[src/rtl/iob_cache_write_channel_axi_burst.sv]
// Cache line write-back over an AXI4 INCR burst, with bounded retry on error responses.
module iob_cache_write_channel_axi_burst #(
   parameter int unsigned ADDR_W    = 32,
   parameter int unsigned BE_ADDR_W = 32,
   parameter int unsigned BE_DATA_W = 32,
   parameter int unsigned LINE_W    = 128,
   parameter int unsigned AXI_ID_W  = 1,
   parameter int unsigned AXI_ID    = 0,
   parameter int unsigned AXI_LEN_W = 8,
   parameter int unsigned MAX_RETRY = 3
) (
   input  logic                     clk_i,
   input  logic                     reset_i,
   // front-end line-write request
   input  logic                     valid_i,
   output logic                     ready_o,
   input  logic [ADDR_W-1:0]        addr_i,
   input  logic [LINE_W-1:0]        wdata_i,
   output logic                     done_o,
   output logic                     err_o,
   output logic [3:0]               retry_cnt_o,
   // AXI write address channel
   output logic [AXI_ID_W-1:0]      axi_awid_o,
   output logic [BE_ADDR_W-1:0]     axi_awaddr_o,
   output logic [AXI_LEN_W-1:0]     axi_awlen_o,
   output logic [2:0]               axi_awsize_o,
   output logic [1:0]               axi_awburst_o,
   output logic [1:0]               axi_awlock_o,
   output logic [3:0]               axi_awcache_o,
   output logic [2:0]               axi_awprot_o,
   output logic [3:0]               axi_awqos_o,
   output logic                     axi_awvalid_o,
   input  logic                     axi_awready_i,
   // AXI write data channel
   output logic [BE_DATA_W-1:0]     axi_wdata_o,
   output logic [BE_DATA_W/8-1:0]   axi_wstrb_o,
   output logic                     axi_wlast_o,
   output logic                     axi_wvalid_o,
   input  logic                     axi_wready_i,
   // AXI write response channel
   input  logic [AXI_ID_W-1:0]      axi_bid_i,
   input  logic [1:0]               axi_bresp_i,
   input  logic                     axi_bvalid_i,
   output logic                     axi_bready_o
);

   localparam int unsigned N_BEATS = LINE_W / BE_DATA_W;
   localparam int unsigned BEAT_W  = (N_BEATS > 1) ? $clog2(N_BEATS) : 1;
   localparam int unsigned LINE_B  = LINE_W / 8;
   localparam logic [ADDR_W-1:0] ADDR_MASK = ~(ADDR_W'(LINE_B - 1));

   typedef enum logic [1:0] {
      S_IDLE = 2'd0,
      S_XFER = 2'd1,
      S_RESP = 2'd2
   } state_t;

   state_t              r_state;
   state_t              w_state_nxt;
   logic [ADDR_W-1:0]   r_addr;
   logic [LINE_W-1:0]   r_data;
   logic [BEAT_W-1:0]   r_beat;
   logic                r_aw_done;
   logic                r_w_done;
   logic [3:0]          r_retry;
   logic                w_accept;
   logic                w_retry;
   logic                w_last;
   logic                w_aw_hs;
   logic                w_w_hs;
   logic                w_unused;

   // bid and the sub-line address bits carry no information for this block
   assign w_unused = ^{axi_bid_i, addr_i};

   // constant AW attributes and captured line address
   assign axi_awid_o    = AXI_ID_W'(AXI_ID);
   assign axi_awaddr_o  = BE_ADDR_W'(r_addr);
   assign axi_awlen_o   = AXI_LEN_W'(N_BEATS - 1);
   assign axi_awsize_o  = 3'($clog2(BE_DATA_W / 8));
   assign axi_awburst_o = (N_BEATS > 1) ? 2'b01 : 2'b00;
   assign axi_awlock_o  = 2'b00;
   assign axi_awcache_o = 4'b0011;
   assign axi_awprot_o  = 3'b000;
   assign axi_awqos_o   = 4'b0000;

   // current beat of the captured line
   assign w_last       = (r_beat == BEAT_W'(N_BEATS - 1));
   assign axi_wdata_o  = r_data[int'(r_beat) * BE_DATA_W +: BE_DATA_W];
   assign axi_wstrb_o  = '1;
   assign axi_wlast_o  = w_last;
   assign retry_cnt_o  = r_retry;

   assign w_aw_hs = axi_awvalid_o & axi_awready_i;
   assign w_w_hs  = axi_wvalid_o & axi_wready_i;

   // state register
   always_ff @(posedge clk_i or posedge reset_i) begin
      if (reset_i) r_state <= S_IDLE;
      else         r_state <= w_state_nxt;
   end

   // next state, handshakes and completion strobes
   always_comb begin
      w_state_nxt   = r_state;
      ready_o       = 1'b0;
      axi_awvalid_o = 1'b0;
      axi_wvalid_o  = 1'b0;
      axi_bready_o  = 1'b0;
      done_o        = 1'b0;
      err_o         = 1'b0;
      w_accept      = 1'b0;
      w_retry       = 1'b0;
      case (r_state)
         S_IDLE: begin
            ready_o = 1'b1;
            if (valid_i) begin
               w_accept    = 1'b1;
               w_state_nxt = S_XFER;
            end
         end
         S_XFER: begin
            axi_awvalid_o = ~r_aw_done;
            axi_wvalid_o  = ~r_w_done;
            // AW and W complete independently, in either order
            if ((r_aw_done | (~r_aw_done & axi_awready_i)) &&
                (r_w_done | (~r_w_done & axi_wready_i & w_last)))
               w_state_nxt = S_RESP;
         end
         S_RESP: begin
            axi_bready_o = 1'b1;
            if (axi_bvalid_i) begin
               if (axi_bresp_i == 2'b00) begin
                  done_o      = 1'b1;
                  w_state_nxt = S_IDLE;
               end else if (r_retry < 4'(MAX_RETRY)) begin
                  w_retry     = 1'b1;
                  w_state_nxt = S_XFER;
               end else begin
                  done_o      = 1'b1;
                  err_o       = 1'b1;
                  w_state_nxt = S_IDLE;
               end
            end
         end
         default: w_state_nxt = S_IDLE;
      endcase
   end

   // request capture, beat/AW progress and retry bookkeeping
   always_ff @(posedge clk_i or posedge reset_i) begin
      if (reset_i) begin
         r_addr    <= '0;
         r_data    <= '0;
         r_beat    <= '0;
         r_aw_done <= 1'b0;
         r_w_done  <= 1'b0;
         r_retry   <= 4'd0;
      end else if (w_accept) begin
         r_addr    <= addr_i & ADDR_MASK;
         r_data    <= wdata_i;
         r_beat    <= '0;
         r_aw_done <= 1'b0;
         r_w_done  <= 1'b0;
         r_retry   <= 4'd0;
      end else if (w_retry) begin
         r_beat    <= '0;
         r_aw_done <= 1'b0;
         r_w_done  <= 1'b0;
         r_retry   <= r_retry + 4'd1;
      end else if (r_state == S_XFER) begin
         if (w_aw_hs) r_aw_done <= 1'b1;
         if (w_w_hs) begin
            if (w_last) r_w_done <= 1'b1;
            else        r_beat   <= r_beat + BEAT_W'(1);
         end
      end
   end

endmodule

[config.mk]
export PLATFORM = sky130hd
export DESIGN_NAME = iob_cache_write_channel_axi_burst
export DESIGN_NICKNAME = d
export VERILOG_FILES = /design/src/rtl/iob_cache_write_channel_axi_burst.sv
export SDC_FILE = /design/constraint.sdc
export NUM_CORES = 1
export LEC_CHECK = 0
export ABC_AREA = 1
export CAP_MARGIN = 0
export CORE_UTILIZATION = 45
export CTS_CLUSTER_DIAMETER = 100
export CTS_CLUSTER_SIZE = 12
export DETAILED_ROUTE_END_ITERATION = 6
export GPL_TIMING_DRIVEN = 0
export PLACE_DENSITY_LB_ADDON = 0.2
export SLEW_MARGIN = 20
export SYNTH_ARGS = -nofsm -noshare
export SYNTH_HDL_FRONTEND = slang
export SYNTH_SLANG_ARGS = --single-unit
export TNS_END_PERCENT = 50
[constraint.sdc]
create_clock -name clk_i -period 6.75 [get_ports clk_i]
set_input_delay 1.0125 -clock clk_i [delete_from_list [all_inputs] [get_ports clk_i]]
set_output_delay 1.0125 -clock clk_i [all_outputs]
set_load 0.005 [all_outputs]
# ---- Yosys cells after proc, flatten, opt, wreduce, memory -nomap -nowiden
# Index checks and enable logic that the tools add are counted.
dict set report op_classes {
  reduce_logical 12
  order_cmp 1
  n_shift 1
  add_sub_neg 2
  muxes 39
  n_bitwise 9
  eq_ne 7
}
# operator n
set op_table {}
lappend op_table {{$shiftx A128 B8 Y32} 1}
lappend op_table {{$mux W1} 28}
lappend op_table {{$mux W2} 8}
lappend op_table {{$reduce_bool A3 Y1} 4}
lappend op_table {{$reduce_and A3 Y1} 3}
lappend op_table {{$mux W4} 2}
lappend op_table {{$ne A2 B2 Y1 const B} 3}
lappend op_table {{$pmux W2 S3} 1}
lappend op_table {{$and A1 B1 Y1} 5}
lappend op_table {{$add A4 B1 Y4 const B} 1}
lappend op_table {{$eq A2 B2 Y1 const B} 2}
lappend op_table {{$logic_not A2 Y1} 2}
lappend op_table {{$lt A4 B2 Y1 const B} 1}
lappend op_table {{$ne A3 B3 Y1 const B} 1}
lappend op_table {{$add A2 B1 Y2 const B} 1}
lappend op_table {{$eq A2 B1 Y1 const B} 1}
lappend op_table {{$not A1 Y1} 2}
lappend op_table {{$or A1 B1 Y1} 2}
lappend op_table {{$reduce_and A2 Y1} 1}
lappend op_table {{$reduce_bool A2 Y1} 1}
lappend op_table {{$logic_and A1 B1 Y1} 1}
dict set report totals {
  inputBits 169
  output_inout_bits 106
  elab_cells 78
  reg_bits 166
}

# ---- Longest topological paths before layout
dict set report depth {
  depth_word 7
  depth_mapped 7
}

# ---- Worst setup path before layout
# No wires, ideal clock.
dict set report synth_path {
  kind {input port to output port}
  startpoint {input port axi_bvalid_i}
  endpoint {output port err_o}
  cell_stages 2
  n_path_buf 0
  t_arrival_ns 1.298
  setup_slack_ns 4.439
  path_cell_list {nand3_1 -> nor3_1}
}
dict set report synth_via {
  elab_chain_len 2
}
# element line
set synth_lines {}
lappend synth_lines {{start: declaration} 43} ;# input logic axi_bvalid_i,
lappend synth_lines {{$mux W1} 132} ;# if (axi_bvalid_i) begin
lappend synth_lines {{$mux W1} 114} ;# case (r_state)
lappend synth_lines {{end: declaration} 20} ;# output logic err_o,
# No other way between the ends.

# ---- Worst setup path after layout
dict set report layout_path {
  startpoint {register r_beat[0]}
  endpoint {output port axi_wdata_o[14]}
}
dict set report layout_via {
  elab_chain_len 1
}
# element line
set layout_lines {}
lappend layout_lines {{start: declaration} 62} ;# logic [BEAT_W-1:0] r_beat;
lappend layout_lines {{start signal: assignment} 175} ;# else r_beat <= r_beat + BEAT_W'(1);
lappend layout_lines {{$shiftx A128 B8 Y32} 89} ;# assign axi_wdata_o = r_data[int'(r_beat) * BE_DATA_W +: BE_DATA_W];
lappend layout_lines {{end: declaration} 35} ;# output logic [BE_DATA_W-1:0] axi_wdata_o,
# No other way between the ends.

==> results.md <==
* Clk network pwr share at 20.9%
* Dpl hpwl at 16,200 um
* Core ar. at 16,100 um2
* CP Max Fanout at 10
* Synthesized instance count at 952
* Reg-to-Reg End: r_beat[0]
* Most common cell after layout, fill and taps aside: nand2_1
* # port buffers at 234
* Post-cts resize count at 0
* Combinational power share at 43.9%
* Via/cell ratio at 4.85
* Initial DRC count at 538
* P per Cell Area at 445 nW/um2
* PnR worst setup slack at 3.20 ns
* NetSw at 1.78 mW
* Top Family by Delay on Critical Path: buffers and inverters
* R2r worst-path depth at 5
* Pre-CTS WS at 3.41 ns
* Commonest cells after routing, fill and taps aside: 483 x nand2_1, 234 x clkdlybuf4s50_1, 166 x dfrtp_1, 79 x nor2_1, 66 x o21ai_0
* Drc violations at 0
* Post-DRT Antenna Nets at 0
* Area growth, synth to finish at 45.1%
* Total routed wirelength at 23,000 um
* Crit Path Class: reg2out
* FF-to-FF Start: retry_cnt_o[0]
* Slowest stage delay, CP at 0.54 ns
* Initial Util at 46.6%
* CP required at 5.74 ns
* DR WL/cell at 15.7 um
* Crit path cell chain: buf_2, inv_2, buf_2, buf_2, o21ai_0, o22ai_1, clkdlybuf4s50_1
* Die width at 131 um
* R2R setup slack at 5.15 ns
* Worst setup SP type: flip-flop
* Postcts setup bufs at 0
* GP Congestion at 0.827
* Slew Viols, Final at 0
* Achievable Freq at 282 MHz
* DRT Pass-1 Iters at 5
* Seq cells post-synth at 166
* Gr usage total at 27.8%
* Slew @ Worst Pin at 0.625 ns
* Leakage power total at 5.52 nW
* Worst Setup EP: axi_wdata_o[14]
* Max-slew headroom at 58.4%
* Synth Area per Inst at 7.89 um2
* Clk root buf: clkbuf_16
* GR Overflow Total at 0
* Int Pwr at 3.07 mW
* Die Ht at 131 um
* Clk buf depth at 2
* Hold Startpoint: r_data[80]
* Critical Path Sink Type: output pin
* Buf/Inv on CP at 5
* Status: finished clean
* Final setup fails at 0
* Worst vdd ir at 0.225 mV
* H-tree depth at 4
* Maxcap violations at 0
* Antenna violations before repair at 2
* DR vias at 7,124
* Syn. warnings at 0
* Synth Cell Area at 7510 um2
* Slowest cell on the critical path: clkdlybuf4s50_1
* Crit path DAT at 2.54 ns
* Register share of total power at 35.3%
* Hold Path Class: reg2reg
* Fin. Hold Viols at 0
* Largest net degree at the start of global routing at 90
* Die area at 17,200 um2
* Stages on worst setup path at 7
* CTS Hold Bufs at 0
* Clock Skews at 0.00531 ns
* Min Tclk post-route at 3.55 ns
* Fillers at 1,377
* Layout cells sized above 1 at 8.55%
* First-pass GRT wire length at 36,800 um
* Net Sw Frac at 36.7%
* Critical Path Most Common Cell: buf_2
* WHS at 0.475 ns
* Library cells used by synthesis at 21
* CTS tree: done
* Crit share post-route at 52.6%
* Clock-pin slew on the worst setup and hold paths at 0.06 ns
* Std-Cell Rows at 46
* Num Clock Sinks at 166
* RSZ-0062 raised after global routing: no
* Sequential fraction of the synthesis area at 55.3%
* Crit path from: r_beat[0]
* Worst skew pair latency at 0.43 ns
* Final nets at 1,410
* IO Pins at 275
* Vias in the first global route at 7,008
* CTS Buf Count at 17
[state kept, by name (all words and copies together) (netlist names)]
register,flops
r_aw_done,1
r_state,2
r_data,128
r_beat,2
axi_awaddr_o,28
r_w_done,1
retry_cnt_o,4
[power groups by stage]
stage	Sequential, mW	Clock [mW]	Combinational, mW
detailed placement	1.71	0	2.12
finish	1.71	1.01	2.13
floorplan	1.66	0	1.10
global route	1.76	1.06	2.36
CTS	1.71	1.02	2.14
global placement	1.70	0	2.08
[layer usage]
metal / vias to the layer above / global-route usage [%] / wire length [um]
li1: 3472 / - / -
met1: 3324 / 36.7 / 10000
met2: 288 / 45.0 / 10800
met3: 40 / 5.32 / 1640
met4: 0 / 11.0 / 567
met5: - / 0 / 0
[cells by family after synthesis]
group | share of synthesized area, %
adders and majority gates | 0.333
other | 0.100
and+or+nand+nor | 29.2
buffers and inverters | 7.81
DFF | 55.3
AOI/OAI and AO/OA | 7.28
[worst reg2reg max path: stages, from the launching register on]
cell     delay [ns]
dfrtp_1        0.41
ha_1           0.20
nor3_1         0.40
nand2_1        0.22
nand2_1        0.18
nor2_1         0.06
[Yosys cell counts]
| cell | number | area share (%) |
|---|---|---|
| conb_1 | 2 | 0.10 |
| buf_1 | 2 | 0.10 |
| buf_4 | 41 | 4.1 |
| nand4_1 | 1 | 0.083 |
| nand2_2 | 1 | 0.083 |
| o22ai_1 | 32 | 2.7 |
| nor3_1 | 2 | 0.13 |
| a31oi_1 | 1 | 0.083 |
| ha_1 | 2 | 0.33 |
| inv_1 | 13 | 0.65 |
| inv_2 | 2 | 0.10 |
| buf_6 | 1 | 0.15 |
| dfrtp_1 | 166 | 55 |
| a21oi_1 | 2 | 0.13 |
| nor2_1 | 79 | 3.9 |
| clkbuf_1 | 17 | 0.85 |
| o21ai_0 | 66 | 4.4 |
| nand3_1 | 10 | 0.67 |
| nand2_1 | 483 | 24 |
| buf_2 | 28 | 1.9 |
| nor2_4 | 1 | 0.15 |
[how the worst min path moves through the flow]
stage	end	slack, ns	cells after the start
after floorplan	r_data[64]	0.44	2
after global placement	r_data[52]	0.46	2
after detailed placement	r_data[65]	0.46	2
after CTS	r_data[80]	0.48	2
after global routing	r_data[80]	0.48	2
final	r_data[80]	0.47	2
[through the flow]
step                      setup TNS, ns  cells  total power [mW]  instance area, um2  util [%]
after floorplan                       0    985              2.77                7640         -
after global placement          -168.15   1435              3.78               10200      63.6
after detailed placement              0   1436              3.83               10300      63.8
after CTS                             0   1468              4.87               10900      67.6
after global routing                  0   1469              5.18               10900      67.7
final                                 0   1469              4.85               10900      67.7
[layout make-up]
type | count | area (um2) | area share (%)
sequential | 166 | 4150 | 38.1
multi-input combinational | 715 | 2900 | 26.6
timing repair buffer | 235 | 2370 | 21.7
buffer | 89 | 531 | 4.87
clock buffer | 21 | 470 | 4.31
tap | 216 | 270 | 2.48
clock inverter | 11 | 146 | 1.34
inverter | 15 | 63.8 | 0.585
antenna | 1 | 2.50 | 0.0229
(Power assumes the default switching activity.)
